`config.mk`:
```
export PLATFORM = sky130hd
export DESIGN_NAME = canal_lock_ctrl_flat
export DESIGN_NICKNAME = d
export VERILOG_FILES = /design/src/rtl/lock_pkg.sv /design/src/rtl/canal_lock_ctrl_if.sv /design/src/rtl/lock_level_tracker.sv /design/src/rtl/canal_lock_ctrl.sv /design/src/flat_wrapper.sv
export SDC_FILE = /design/constraint.sdc
export NUM_CORES = 1
export LEC_CHECK = 0
export BUFFER_PORTS_ARGS = -buffer_cell sky130_fd_sc_hd__buf_4
export CORE_ASPECT_RATIO = 2
export CORE_MARGIN = 4
export CORE_UTILIZATION = 53
export DETAILED_ROUTE_END_ITERATION = 10
export PLACE_DENSITY = 0.8
export SETUP_SLACK_MARGIN = 0.15
export SLEW_MARGIN = 10
export SYNTH_ARGS = -nofsm -noshare
export SYNTH_HDL_FRONTEND = slang
export SYNTH_SLANG_ARGS = --single-unit
```
`constraint.sdc`:
```
create_clock -name clk -period 2.1 [get_ports clk]
set_clock_uncertainty 0.05 [all_clocks]
set_input_delay 0.21 -clock clk [delete_from_list [all_inputs] [get_ports clk]]
set_output_delay 0.21 -clock clk [all_outputs]
set_load 0.05 [all_outputs]
```
`src/rtl/lock_pkg.sv`:
```
// Shared types for the canal lock controller: FSM states, side encoding and switch bundle.
package lock_pkg;

    typedef enum logic [1:0] {
        IDLE   = 2'd0,
        ARRIVE = 2'd1,
        POUND  = 2'd2,
        DEPART = 2'd3
    } state_e;

    typedef enum logic {
        SIDE_OUTER = 1'b0,
        SIDE_INNER = 1'b1
    } side_e;

    // One bit per sampled switch; edge detection works on the whole bundle.
    typedef struct packed {
        logic outer_arrival;
        logic inner_arrival;
        logic outer_door;
        logic inner_door;
        logic inc;
        logic dec;
    } sw_t;

    function automatic side_e other_side(input side_e s);
        return (s == SIDE_OUTER) ? SIDE_INNER : SIDE_OUTER;
    endfunction

endpackage

```
`src/rtl/canal_lock_ctrl_if.sv`:
```
// Switch inputs and status outputs of one canal lock controller.
interface canal_lock_ctrl_if #(
    parameter int unsigned LW = 17
) ();
    logic          tick;
    logic          outer_arrival_sw;
    logic          inner_arrival_sw;
    logic          outer_door_sw;
    logic          inner_door_sw;
    logic          inc_water_level;
    logic          dec_water_level;
    logic [LW-1:0] water_level;
    logic          outer_door_openable_led;
    logic          inner_door_openable_led;
    logic          outer_gondola_led;
    logic          inner_gondola_led;
    logic          busy;
    logic          wrong_cmd;

    modport master (
        output tick, outer_arrival_sw, inner_arrival_sw, outer_door_sw, inner_door_sw,
               inc_water_level, dec_water_level,
        input  water_level, outer_door_openable_led, inner_door_openable_led,
               outer_gondola_led, inner_gondola_led, busy, wrong_cmd
    );

    modport slave (
        input  tick, outer_arrival_sw, inner_arrival_sw, outer_door_sw, inner_door_sw,
               inc_water_level, dec_water_level,
        output water_level, outer_door_openable_led, inner_door_openable_led,
               outer_gondola_led, inner_gondola_led, busy, wrong_cmd
    );
endinterface

```
`src/rtl/lock_level_tracker.sv`:
```
// Pound water level register with saturating fill/drain steps and door-openable compares.
// Build option LOCK_AUTO_LEVEL_EN: auto-steps toward the exit side on each tick while in POUND.
module lock_level_tracker #(
    parameter int unsigned LW          = 17,
    parameter int unsigned OUTER_LEVEL = 0,
    parameter int unsigned INNER_LEVEL = 2800,
    parameter int unsigned TOLERANCE   = 168,
    parameter int unsigned FILL_STEP   = 350,
    parameter int unsigned DRAIN_STEP  = 400
) (
    input  logic          clk,
    input  logic          reset,
    input  logic          inc_ev,
    input  logic          dec_ev,
`ifdef LOCK_AUTO_LEVEL_EN
    input  logic          auto_en,
    input  logic          tick,
    input  logic          to_inner,
`endif
    output logic [LW-1:0] level,
    output logic          outer_openable_c,
    output logic          inner_openable_c
);
    localparam int unsigned W1         = LW + 1;
    localparam int unsigned INNER_OPEN = (INNER_LEVEL > TOLERANCE) ? INNER_LEVEL - TOLERANCE : 0;

    logic [LW-1:0] level_q, level_d;
    logic [LW-1:0] up_sat_c, dn_sat_c;
    logic [W1-1:0] lvl_x, up_x;
    logic          do_fill_c, do_drain_c;

    // One guard bit keeps the step arithmetic from wrapping.
    assign lvl_x    = {1'b0, level_q};
    assign up_x     = lvl_x + W1'(FILL_STEP);
    assign up_sat_c = (up_x >= W1'(INNER_LEVEL)) ? LW'(INNER_LEVEL) : up_x[LW-1:0];
    assign dn_sat_c = (lvl_x < W1'(OUTER_LEVEL + DRAIN_STEP)) ? LW'(OUTER_LEVEL)
                                                              : LW'(lvl_x - W1'(DRAIN_STEP));

    always_comb begin
        do_fill_c  = inc_ev & ~dec_ev;
        do_drain_c = dec_ev & ~inc_ev;
`ifdef LOCK_AUTO_LEVEL_EN
        if (auto_en) begin
            do_fill_c  = tick & to_inner;
            do_drain_c = tick & ~to_inner;
        end
`endif
        level_d = level_q;
        if (do_fill_c) begin
            level_d = up_sat_c;
        end else if (do_drain_c) begin
            level_d = dn_sat_c;
        end
    end

    always_ff @(posedge clk) begin
        if (!reset) begin
            level_q <= LW'(OUTER_LEVEL);
        end else begin
            level_q <= level_d;
        end
    end

    assign level            = level_q;
    assign outer_openable_c = (lvl_x <= W1'(OUTER_LEVEL + TOLERANCE));
    assign inner_openable_c = (lvl_x >= W1'(INNER_OPEN));

endmodule

```
`src/rtl/canal_lock_ctrl.sv`:
```
// Single-lock controller: edge-detects switches and sequences one gondola at a time through the pound.
// Build option LOCK_AUTO_LEVEL_EN: water auto-levels toward the exit side while in POUND.
module canal_lock_ctrl
    import lock_pkg::*;
#(
    parameter int unsigned LW          = 17,
    parameter int unsigned OUTER_LEVEL = 0,
    parameter int unsigned INNER_LEVEL = 2800,
    parameter int unsigned TOLERANCE   = 168,
    parameter int unsigned FILL_STEP   = 350,
    parameter int unsigned DRAIN_STEP  = 400,
    parameter int unsigned ARR_DELAY   = 5,
    parameter int unsigned DEPT_DELAY  = 5
) (
    input logic             clk,
    input logic             reset,
    canal_lock_ctrl_if.slave bus
);
    localparam int unsigned TMAX = (ARR_DELAY > DEPT_DELAY) ? ARR_DELAY : DEPT_DELAY;
    localparam int unsigned TW   = (TMAX < 2) ? 1 : $clog2(TMAX + 1);

    state_e        state_q, state_d;
    side_e         dir_q, dir_d, x_side_c, serve_c;
    logic [1:0]    pending_q, pending_d, arr_c, pend_all_c;
    logic [TW-1:0] timer_q, timer_d;
    logic          outer_led_q, outer_led_d, inner_led_q, inner_led_d;
    logic          wrong_cmd_q, wrong_cmd_d;
    sw_t           sw_d, sw_q, ev_c;
    logic          outer_open_c, inner_open_c;
    logic          s_door_c, x_door_c, s_open_c, x_open_c;
    logic [LW-1:0] level_w;

    assign sw_d = '{outer_arrival: bus.outer_arrival_sw, inner_arrival: bus.inner_arrival_sw,
                    outer_door:    bus.outer_door_sw,    inner_door:    bus.inner_door_sw,
                    inc:           bus.inc_water_level,  dec:           bus.dec_water_level};
    assign ev_c = sw_d & ~sw_q;

    // Entry side S is dir_q; exit side X is the opposite door.
    assign x_side_c = other_side(dir_q);
    assign arr_c    = {ev_c.inner_arrival, ev_c.outer_arrival};
    assign s_door_c = (dir_q == SIDE_OUTER) ? ev_c.outer_door : ev_c.inner_door;
    assign x_door_c = (dir_q == SIDE_OUTER) ? ev_c.inner_door : ev_c.outer_door;
    assign s_open_c = (dir_q == SIDE_OUTER) ? outer_open_c : inner_open_c;
    assign x_open_c = (dir_q == SIDE_OUTER) ? inner_open_c : outer_open_c;

    lock_level_tracker #(
        .LW          (LW),
        .OUTER_LEVEL (OUTER_LEVEL),
        .INNER_LEVEL (INNER_LEVEL),
        .TOLERANCE   (TOLERANCE),
        .FILL_STEP   (FILL_STEP),
        .DRAIN_STEP  (DRAIN_STEP)
    ) u_level (
        .clk              (clk),
        .reset            (reset),
        .inc_ev           (ev_c.inc),
        .dec_ev           (ev_c.dec),
`ifdef LOCK_AUTO_LEVEL_EN
        .auto_en          (state_q == POUND),
        .tick             (bus.tick),
        .to_inner         (x_side_c == SIDE_INNER),
`endif
        .level            (level_w),
        .outer_openable_c (outer_open_c),
        .inner_openable_c (inner_open_c)
    );

    always_comb begin
        state_d     = state_q;
        dir_d       = dir_q;
        pending_d   = pending_q;
        timer_d     = timer_q;
        outer_led_d = outer_led_q;
        inner_led_d = inner_led_q;
        wrong_cmd_d = 1'b0;
        serve_c     = SIDE_OUTER;
        pend_all_c  = pending_q | arr_c;

        if (bus.tick && (timer_q < TW'(TMAX))) begin
            timer_d = timer_q + TW'(1);
        end

        case (state_q)
            IDLE: begin
                // Simultaneous arrivals: outer is served, inner waits.
                if (ev_c.outer_arrival) begin
                    state_d     = ARRIVE;
                    dir_d       = SIDE_OUTER;
                    outer_led_d = 1'b1;
                    timer_d     = '0;
                    pending_d   = {ev_c.inner_arrival, 1'b0};
                end else if (ev_c.inner_arrival) begin
                    state_d     = ARRIVE;
                    dir_d       = SIDE_INNER;
                    inner_led_d = 1'b1;
                    timer_d     = '0;
                end
            end
            ARRIVE: begin
                pending_d   = pend_all_c;
                wrong_cmd_d = x_door_c;
                if (s_door_c) begin
                    if ((timer_q >= TW'(ARR_DELAY)) && s_open_c) begin
                        state_d     = POUND;
                        outer_led_d = 1'b1;
                        inner_led_d = 1'b1;
                    end else begin
                        wrong_cmd_d = 1'b1;
                    end
                end
            end
            POUND: begin
                pending_d   = pend_all_c;
                wrong_cmd_d = s_door_c;
                if (x_door_c) begin
                    if (x_open_c) begin
                        state_d     = DEPART;
                        timer_d     = '0;
                        outer_led_d = (x_side_c == SIDE_OUTER);
                        inner_led_d = (x_side_c == SIDE_INNER);
                    end else begin
                        wrong_cmd_d = 1'b1;
                    end
                end
            end
            DEPART: begin
                pending_d   = pend_all_c;
                wrong_cmd_d = s_door_c | x_door_c;
                if (timer_q >= TW'(DEPT_DELAY)) begin
                    outer_led_d = 1'b0;
                    inner_led_d = 1'b0;
                    if (pend_all_c != 2'b00) begin
                        // Both waiting: alternate away from the side just served.
                        serve_c = (pend_all_c == 2'b11) ? x_side_c
                                : (pend_all_c[SIDE_INNER] ? SIDE_INNER : SIDE_OUTER);
                        state_d            = ARRIVE;
                        dir_d              = serve_c;
                        timer_d            = '0;
                        pending_d[serve_c] = 1'b0;
                        if (serve_c == SIDE_OUTER) begin
                            outer_led_d = 1'b1;
                        end else begin
                            inner_led_d = 1'b1;
                        end
                    end else begin
                        state_d = IDLE;
                    end
                end
            end
            default: state_d = IDLE;
        endcase
    end

    always_ff @(posedge clk) begin
        if (!reset) begin
            state_q     <= IDLE;
            dir_q       <= SIDE_OUTER;
            pending_q   <= '0;
            timer_q     <= '0;
            outer_led_q <= 1'b0;
            inner_led_q <= 1'b0;
            wrong_cmd_q <= 1'b0;
            sw_q        <= '0;
        end else begin
            state_q     <= state_d;
            dir_q       <= dir_d;
            pending_q   <= pending_d;
            timer_q     <= timer_d;
            outer_led_q <= outer_led_d;
            inner_led_q <= inner_led_d;
            wrong_cmd_q <= wrong_cmd_d;
            sw_q        <= sw_d;
        end
    end

    assign bus.water_level             = level_w;
    assign bus.outer_door_openable_led = outer_open_c;
    assign bus.inner_door_openable_led = inner_open_c;
    assign bus.outer_gondola_led       = outer_led_q;
    assign bus.inner_gondola_led       = inner_led_q;
    assign bus.busy                    = (state_q != IDLE);
    assign bus.wrong_cmd               = wrong_cmd_q;

endmodule

```
`src/flat_wrapper.sv`:
```
// flat-port wrapper written by rule: the top's interface ports become plain ports
module canal_lock_ctrl_flat import lock_pkg::*;
#(
    parameter int unsigned LW          = 17,
    parameter int unsigned OUTER_LEVEL = 0,
    parameter int unsigned INNER_LEVEL = 2800,
    parameter int unsigned TOLERANCE   = 168,
    parameter int unsigned FILL_STEP   = 350,
    parameter int unsigned DRAIN_STEP  = 400,
    parameter int unsigned ARR_DELAY   = 5,
    parameter int unsigned DEPT_DELAY  = 5
)
  (clk, reset, bus_tick, bus_outer_arrival_sw, bus_inner_arrival_sw, bus_outer_door_sw, bus_inner_door_sw, bus_inc_water_level, bus_dec_water_level, bus_water_level, bus_outer_door_openable_led, bus_inner_door_openable_led, bus_outer_gondola_led, bus_inner_gondola_led, bus_busy, bus_wrong_cmd);
  canal_lock_ctrl_if #(.LW(LW)) bus_i ();
  input logic clk;
  input logic reset;
  input wire logic [$bits(bus_i.tick)-1:0] bus_tick;
  input wire logic [$bits(bus_i.outer_arrival_sw)-1:0] bus_outer_arrival_sw;
  input wire logic [$bits(bus_i.inner_arrival_sw)-1:0] bus_inner_arrival_sw;
  input wire logic [$bits(bus_i.outer_door_sw)-1:0] bus_outer_door_sw;
  input wire logic [$bits(bus_i.inner_door_sw)-1:0] bus_inner_door_sw;
  input wire logic [$bits(bus_i.inc_water_level)-1:0] bus_inc_water_level;
  input wire logic [$bits(bus_i.dec_water_level)-1:0] bus_dec_water_level;
  output wire logic [$bits(bus_i.water_level)-1:0] bus_water_level;
  output wire logic [$bits(bus_i.outer_door_openable_led)-1:0] bus_outer_door_openable_led;
  output wire logic [$bits(bus_i.inner_door_openable_led)-1:0] bus_inner_door_openable_led;
  output wire logic [$bits(bus_i.outer_gondola_led)-1:0] bus_outer_gondola_led;
  output wire logic [$bits(bus_i.inner_gondola_led)-1:0] bus_inner_gondola_led;
  output wire logic [$bits(bus_i.busy)-1:0] bus_busy;
  output wire logic [$bits(bus_i.wrong_cmd)-1:0] bus_wrong_cmd;
  assign bus_i.tick = bus_tick;
  assign bus_i.outer_arrival_sw = bus_outer_arrival_sw;
  assign bus_i.inner_arrival_sw = bus_inner_arrival_sw;
  assign bus_i.outer_door_sw = bus_outer_door_sw;
  assign bus_i.inner_door_sw = bus_inner_door_sw;
  assign bus_i.inc_water_level = bus_inc_water_level;
  assign bus_i.dec_water_level = bus_dec_water_level;
  assign bus_water_level = bus_i.water_level;
  assign bus_outer_door_openable_led = bus_i.outer_door_openable_led;
  assign bus_inner_door_openable_led = bus_i.inner_door_openable_led;
  assign bus_outer_gondola_led = bus_i.outer_gondola_led;
  assign bus_inner_gondola_led = bus_i.inner_gondola_led;
  assign bus_busy = bus_i.busy;
  assign bus_wrong_cmd = bus_i.wrong_cmd;
  canal_lock_ctrl #(.LW(LW), .OUTER_LEVEL(OUTER_LEVEL), .INNER_LEVEL(INNER_LEVEL), .TOLERANCE(TOLERANCE), .FILL_STEP(FILL_STEP), .DRAIN_STEP(DRAIN_STEP), .ARR_DELAY(ARR_DELAY), .DEPT_DELAY(DEPT_DELAY)) u_core (.clk(clk), .reset(reset), .bus(bus_i));
endmodule
```
# Word-level counts from Yosys, hierarchy flattened
# Index checks and enable logic that the tools add are counted.
# totals
ramBits	0
in_bits	9
latchBits	0
ff_bits	34
rom_bits	0
output_inout_bits	23
wordCells	122
n_memories	0
# op_classes
muxes	60
shifts	0
n_mul	0
div	0
bitwise_logic	10
add_sub_neg	3
reduce_logical	13
eq_ne	14
n_lt_le_gt_ge	8
# ops
operator	n
2-to-1 mux 17 bit	4
2-to-1 mux 1 bit	31
2-to-1 mux 3 bit	7
2-to-1 mux 2 bit	10
adder 17 x 9 -> 18 bit, second input constant	1
greater-or-equal comparator 18 x 12 -> 1 bit, second input constant	1
greater-or-equal comparator 17 x 12 -> 1 bit, second input constant	1
less-or-equal comparator 17 x 8 -> 1 bit, second input constant	1
less-than comparator 17 x 9 -> 1 bit, second input constant	1
subtractor 17 x 9 -> 17 bit, second input constant	1
inequality test 2 x 1 -> 1 bit, second input constant	8
AND reduction 6 bit	2
one-hot mux 3 bit (3 select lines)	1
one-hot mux 1 bit (4 select lines)	2
one-hot mux 2 bit (4 select lines)	1
nonzero test 2 bit	4
AND reduction 7 bit	1
AND 6 bit	1
equality test 2 bit, second input constant	3
inverter 6 bit	1
one-hot mux 2 bit (3 select lines)	1
AND reduction 4 bit	1
adder 3 x 1 -> 3 bit, second input constant	1
greater-or-equal comparator 3 bit, second input constant	1
18 further kinds	22

# Logic depth before layout (Yosys ltp)
# depth
depth_word	14
depth_mapped	9
ltp_nobuf	8

# By module
# A second synthesis with hierarchy kept.
# unflattened
cells_unflattened	327
area_unflattened_um2	2585.0
# by_module_without_submodules
module	area_per_inst_um2	cells_per_inst	seq_area_each_um2	n_inst
lock_level_tracker	1524.0	208	320.3	1
canal_lock_ctrl	1061.0	119	340.3	1

# Worst setup path after synthesis
# OpenSTA, ideal clock, no wires.
# synth_timing
path_kind	reg-to-reg
start	register u_core.u_level.level_q[1] (netlist: u_core.u_level.level[1])
end	register u_core.wrong_cmd_q (netlist: u_core.bus.wrong_cmd)
n_path_buf	0
path_stages_with_launch	9
arrival_ps	2869
path_slack_ps	-943
required_ps	1926
setup_ps	124
synth_period_minus_slack_ps	3043
path_cell_list	dfxtp_1 > inv_1 > ha_1 > nor2b_1 > o311a_1 > nor3_1 > a21oi_1 > o22ai_1 > nor4_1
# synth_between
elab_chain_len	6
elab_cells_between_ends	10
cone_classes	order compare: 2; mux: 7; reduce/logical: 1
# synth_rtl
element	line_no	rtl
from (decl)	lock_level_tracker.sv:27	logic [LW-1:0] level_q, level_d;
from (signal assigned)	lock_level_tracker.sv:58	level_q <= LW'(OUTER_LEVEL);
from (signal assigned)	lock_level_tracker.sv:60	level_q <= level_d;
less-or-equal comparator 17 x 8 -> 1 bit (*)	lock_level_tracker.sv:65	assign outer_openable_c = (lvl_x <= W1'(OUTER_LEVEL + TOLERANCE));
via bus_outer_door_openable_led	flat_wrapper.sv:25	output wire logic [$bits(bus_i.outer_door_openable_led)-1:0] bus_outer_door_openable_led;
2-to-1 mux 1 bit	canal_lock_ctrl.sv:43	assign s_open_c = (dir_q == SIDE_OUTER) ? outer_open_c : inner_open_c;
logical AND 1 bit	canal_lock_ctrl.sv:103	if ((timer_q >= TW'(ARR_DELAY)) && s_open_c) begin
2-to-1 mux 1 bit	canal_lock_ctrl.sv:103	
2-to-1 mux 1 bit	canal_lock_ctrl.sv:102	if (s_door_c) begin
one-hot mux 1 bit (3 select lines) (*)	canal_lock_ctrl.sv:83	case (state_q)
to (signal assigned)	canal_lock_ctrl.sv:171	wrong_cmd_q <= wrong_cmd_d;
to (decl)	canal_lock_ctrl.sv:27	logic wrong_cmd_q, wrong_cmd_d;
# Mark *: on every way through the listed nets, which the timed path passes. The rest lies on a longest branch.
# A chain may end at the register's enable or synchronous reset.

# Worst setup path after layout
# layout_timing
start	register u_core.u_level.level_q[1] (netlist: u_core.u_level.level[1])
end	register u_core.u_level.level_q[1] (netlist: u_core.u_level.level[1])
# layout_between
elab_chain_len	4
elab_cells_between_ends	8
cone_classes	add/sub: 2; order compare: 2; mux: 4
# layout_rtl
element	line_no	rtl
adder 17 x 9 -> 18 bit (tied with other cells)	lock_level_tracker.sv:34	assign up_x = lvl_x + W1'(FILL_STEP);
greater-or-equal comparator 18 x 12 -> 1 bit / 2-to-1 mux 17 bit (equally long branches)	lock_level_tracker.sv:35, lock_level_tracker.sv:36	
2-to-1 mux 17 bit, on equally long branches	lock_level_tracker.sv:35, lock_level_tracker.sv:51	
2-to-1 mux 17 bit (*)	lock_level_tracker.sv:49	if (do_fill_c) begin
# Every way passes the cells marked *; elsewhere a longest branch is shown, timed or not. The select of a mux whose other input is x is not followed.

==> impl_results.md <==
* Multi-input gate area at between 2000 and 2500 µm²
* Sequential Area at 711 µm²
* Max transition margin at 65.5%
* RSZ-0062 raised after global routing: true
* Vias in the first global route at roughly 3,300
* Core area at between 4000 and 5000 µm²
* Worst hold slack at approximately 0.062 ns
* Slew Limit Fails at 0
* Fin crit period at ~2.2 ns
* Critical path type: reg -> reg
* WP data arrival at around 2.4 ns
* Final HPWL DP at 6580 µm
* Area contributors post-synth: dfxtp_1, o21ai_0, a21oi_1
* Mapped Avg Cell Area at between 7 and 8 µm²
* Synth warn at 0
* Crit-path max FO at 5
* Critical Path RT at roughly 2.2 ns
* Mapped Cells at 349
* CTS tree: yes
* Worst setup EP type: register
* Clock sinks at 33
* # H-tree levels at 2
* Clock transition at the registers of the reported paths at 0.07 ns
* Fin area at roughly 4100 µm²
* Max Cap Viol at 0
* Worst path cell trace: inv_4, ha_4, nor3b_4, o21ai_2, xnor2_1, or2_4, or3_4, a32o_1
* Routed vias at ~3,400
* Syn_nets at between 300 and 400
* # port buffers at 30
* Rows at 36
* CTS Hold Bufs at 0
* Reg-to-Reg End: u_core.u_level.level[1]
* R2r startpoint: u_core.u_level.level[1]
* Synth Area in Compound Gates at 31.8%
* Filler cells at approximately 270
* Largest area contributor in the netlist: dfxtp_1
* Multiplexer share of the synthesized area at less than 1%
* Hold violation count in the final report at 0
* Setup slack, reg-to-reg at -0.12 ns
* Tcrit/Tclk final at 106%
* Crit start category: register
* Critical Path End: u_core.u_level.level[1]
* Largest net degree at the start of global routing at 28
* Starting Density at 54.6%
* Register area share after synthesis at between 20% and 30%
* Synth Area in XOR/XNOR at 3.66%
* DRT antenna net count at 0
* Boundary Pins at 32
* CTS Buf Count at 5
* Congestion Overflow GR at 0
* GRT Util Overall at roughly a third
* Type of the most critical hold path: in -> reg
* GPL Wtd Cong at about 0.95
* Largest family of logic cells by synthesized area: compound AO/OA/AOI/OAI gates
* Antenna diodes at 0
* Die Ht at 108 µm
* Vias per cell at around 6.7
* Worst-Skew Late Latency at around 0.30 ns
* Post-synthesis simple-gate area fraction at a little over a quarter
* 1st-iter DRT viols at ~270
* Drt total wl at 10,500 µm
* Post-synthesis adder-cell area fraction at under 10%
* EDFF count, synth at 0
* Dpl cells at 474
* Status: finished, violations left
* Residual DRC at 0
* Area growth, synth to finish at 54.7%
* Chip width at 57.8 µm
* Full die area at slightly above 6000 µm²
* #FFs+latches synth at 33
* Post-synth design cell area at 2630 µm²
* Crit. Startpoint: u_core.u_level.level[1]
* Commonest non-fill, non-tap cell in the layout: buf_4
* Slew @ Worst Pin at around 0.52 ns
* Cell Area, Placed at between 3000 and 4000 µm²
* Fin nets at approximately 460
* Share of cells above drive strength 1 at between 40% and 50%
* Violated checks: negative setup slack
* Critical Path Max Stage Delay at roughly 0.45 ns
* Post-synth ARST share at 0%
* Reg2Reg Depth at 8
* Commonest cells after routing, fill and taps aside: buf_4, o21ai_0, nand2_1
* Worst path slowest cell: or3_4
* First-pass GRT wire length at 15,500 µm
* Final Instance Count excl. Fillers at 500
* Post-synth top area share at ~25%
* DRT Pass-1 Iters at 5
* Highest Clock Rate at approximately 450 MHz
* DR WL/cell at ~21 µm
* Initial antenna violation count at 0
* Ys flop type: dfxtp_1
* Root buf cell: clkbuf_8
* # setup viols final at 10
* Clock Path Buffers at 2
* Synth unique cells at 64
* Setup WS post-layout at -0.117 ns
[layout make-up]
type                            count  share of cell area (%)
Inverter                           15                    1.51
Clock buffer                        6                    1.78
Clock inverter                      2                   0.246
Timing Repair Buffer              110                    22.1
Sequential cell                    33                    17.5
Tap cell                           57                    1.75
Multi-Input combinational cell    277                    55.2
[flip-flops by register name (all words and copies together), names as in the netlist]
| name | flops |
|---|---|
| u_core.bus.inner_gondola_led | 1 |
| u_core.bus.outer_gondola_led | 1 |
| u_core.dir_q | 1 |
| u_core.timer_q | 3 |
| u_core.bus.wrong_cmd | 1 |
| u_core.state_q | 2 |
| u_core.sw_q | 6 |
| u_core.u_level.level | 16 |
| u_core.pending_q | 2 |
[repair_timing]
action,in CTS,in global routing
pin swaps,26,19
gates cloned,0,0
buffers inserted,11,7
setup endpoints to repair,21,27
gates resized for setup,50,44
[critical path: cells and delay by family, from the launching register on]
family	cells	cell delay, ns
fa+ha+maj	1	0.14
xor+xnor	1	0.18
buf+inv	1	0.06
compound gates	2	0.33
flops	1	0.37
simple gates	3	0.98
[synth_stat cells (4+ instances only)]
cell / instances
a2111oi_0: 4
or4_1: 4
buf_2: 8
a21oi_1: 28
a31oi_1: 10
inv_1: 14
nor2b_1: 9
nand3_1: 10
dfxtp_1: 33
or2_2: 4
nor3_1: 11
nand2b_1: 6
or3_1: 4
and2_1: 7
a211oi_1: 5
o31ai_1: 5
and3_1: 6
ha_1: 11
nor2_1: 24
nand4_1: 4
o22ai_1: 5
clkbuf_1: 14
xnor2_1: 8
nand2_1: 25
o21ai_0: 29
[metal layers]
layer / vias up / global-route usage (%) / part of all wire [%]
li1: 1483 / - / -
met3: 77 / 4.56 / 6.1
met1: 1589 / 30.8 / 33
met2: 206 / 59.9 / 53
met5: - / 0 / 0
met4: 0 / 23.1 / 8.0
[logic make-up after synthesis]
family / Yosys count
AO/OA/AOI/OAI: 124
adder cells (fa/ha/maj): 11
flip-flops: 33
buffers and inverters: 39
AND/OR/NAND/NOR: 128
XOR/XNOR: 11
multiplexers: 2
other: 1
[stage by stage]
| stage | utilization [%] | TNS [ns] | setup WS, ns |
|---|---|---|---|
| after floorplan | - | -0.983 | -0.218 |
| after global placement | 71.0 | -0.424 | -0.0944 |
| after detailed placement | 71.0 | -0.862 | -0.164 |
| after CTS | 79.3 | -0.0188 | -0.0109 |
| after global routing | 84.4 | -1.38 | -0.156 |
| final | 84.4 | -0.382 | -0.117 |
[how the worst min path moves through the flow]
stage	from	end	slack (ns)	cells after the start
5_1_grt	bus_inc_water_level	u_core.sw_q[1]	0.07	2
2_1_floorplan	bus_tick	u_core.timer_q[0]	0.27	1
3_3_place_gp	bus_inc_water_level	u_core.sw_q[1]	0.37	2
4_1_cts	bus_inc_water_level	u_core.sw_q[1]	0.06	2
3_5_place_dp	bus_inner_arrival_sw	u_core.sw_q[4]	0.37	2
6_report	bus_inc_water_level	u_core.sw_q[1]	0.06	2
Power is left out: the tool's default activity adds up to more than one toggle a clock period on the data nets, which glitch-free logic cannot reach.
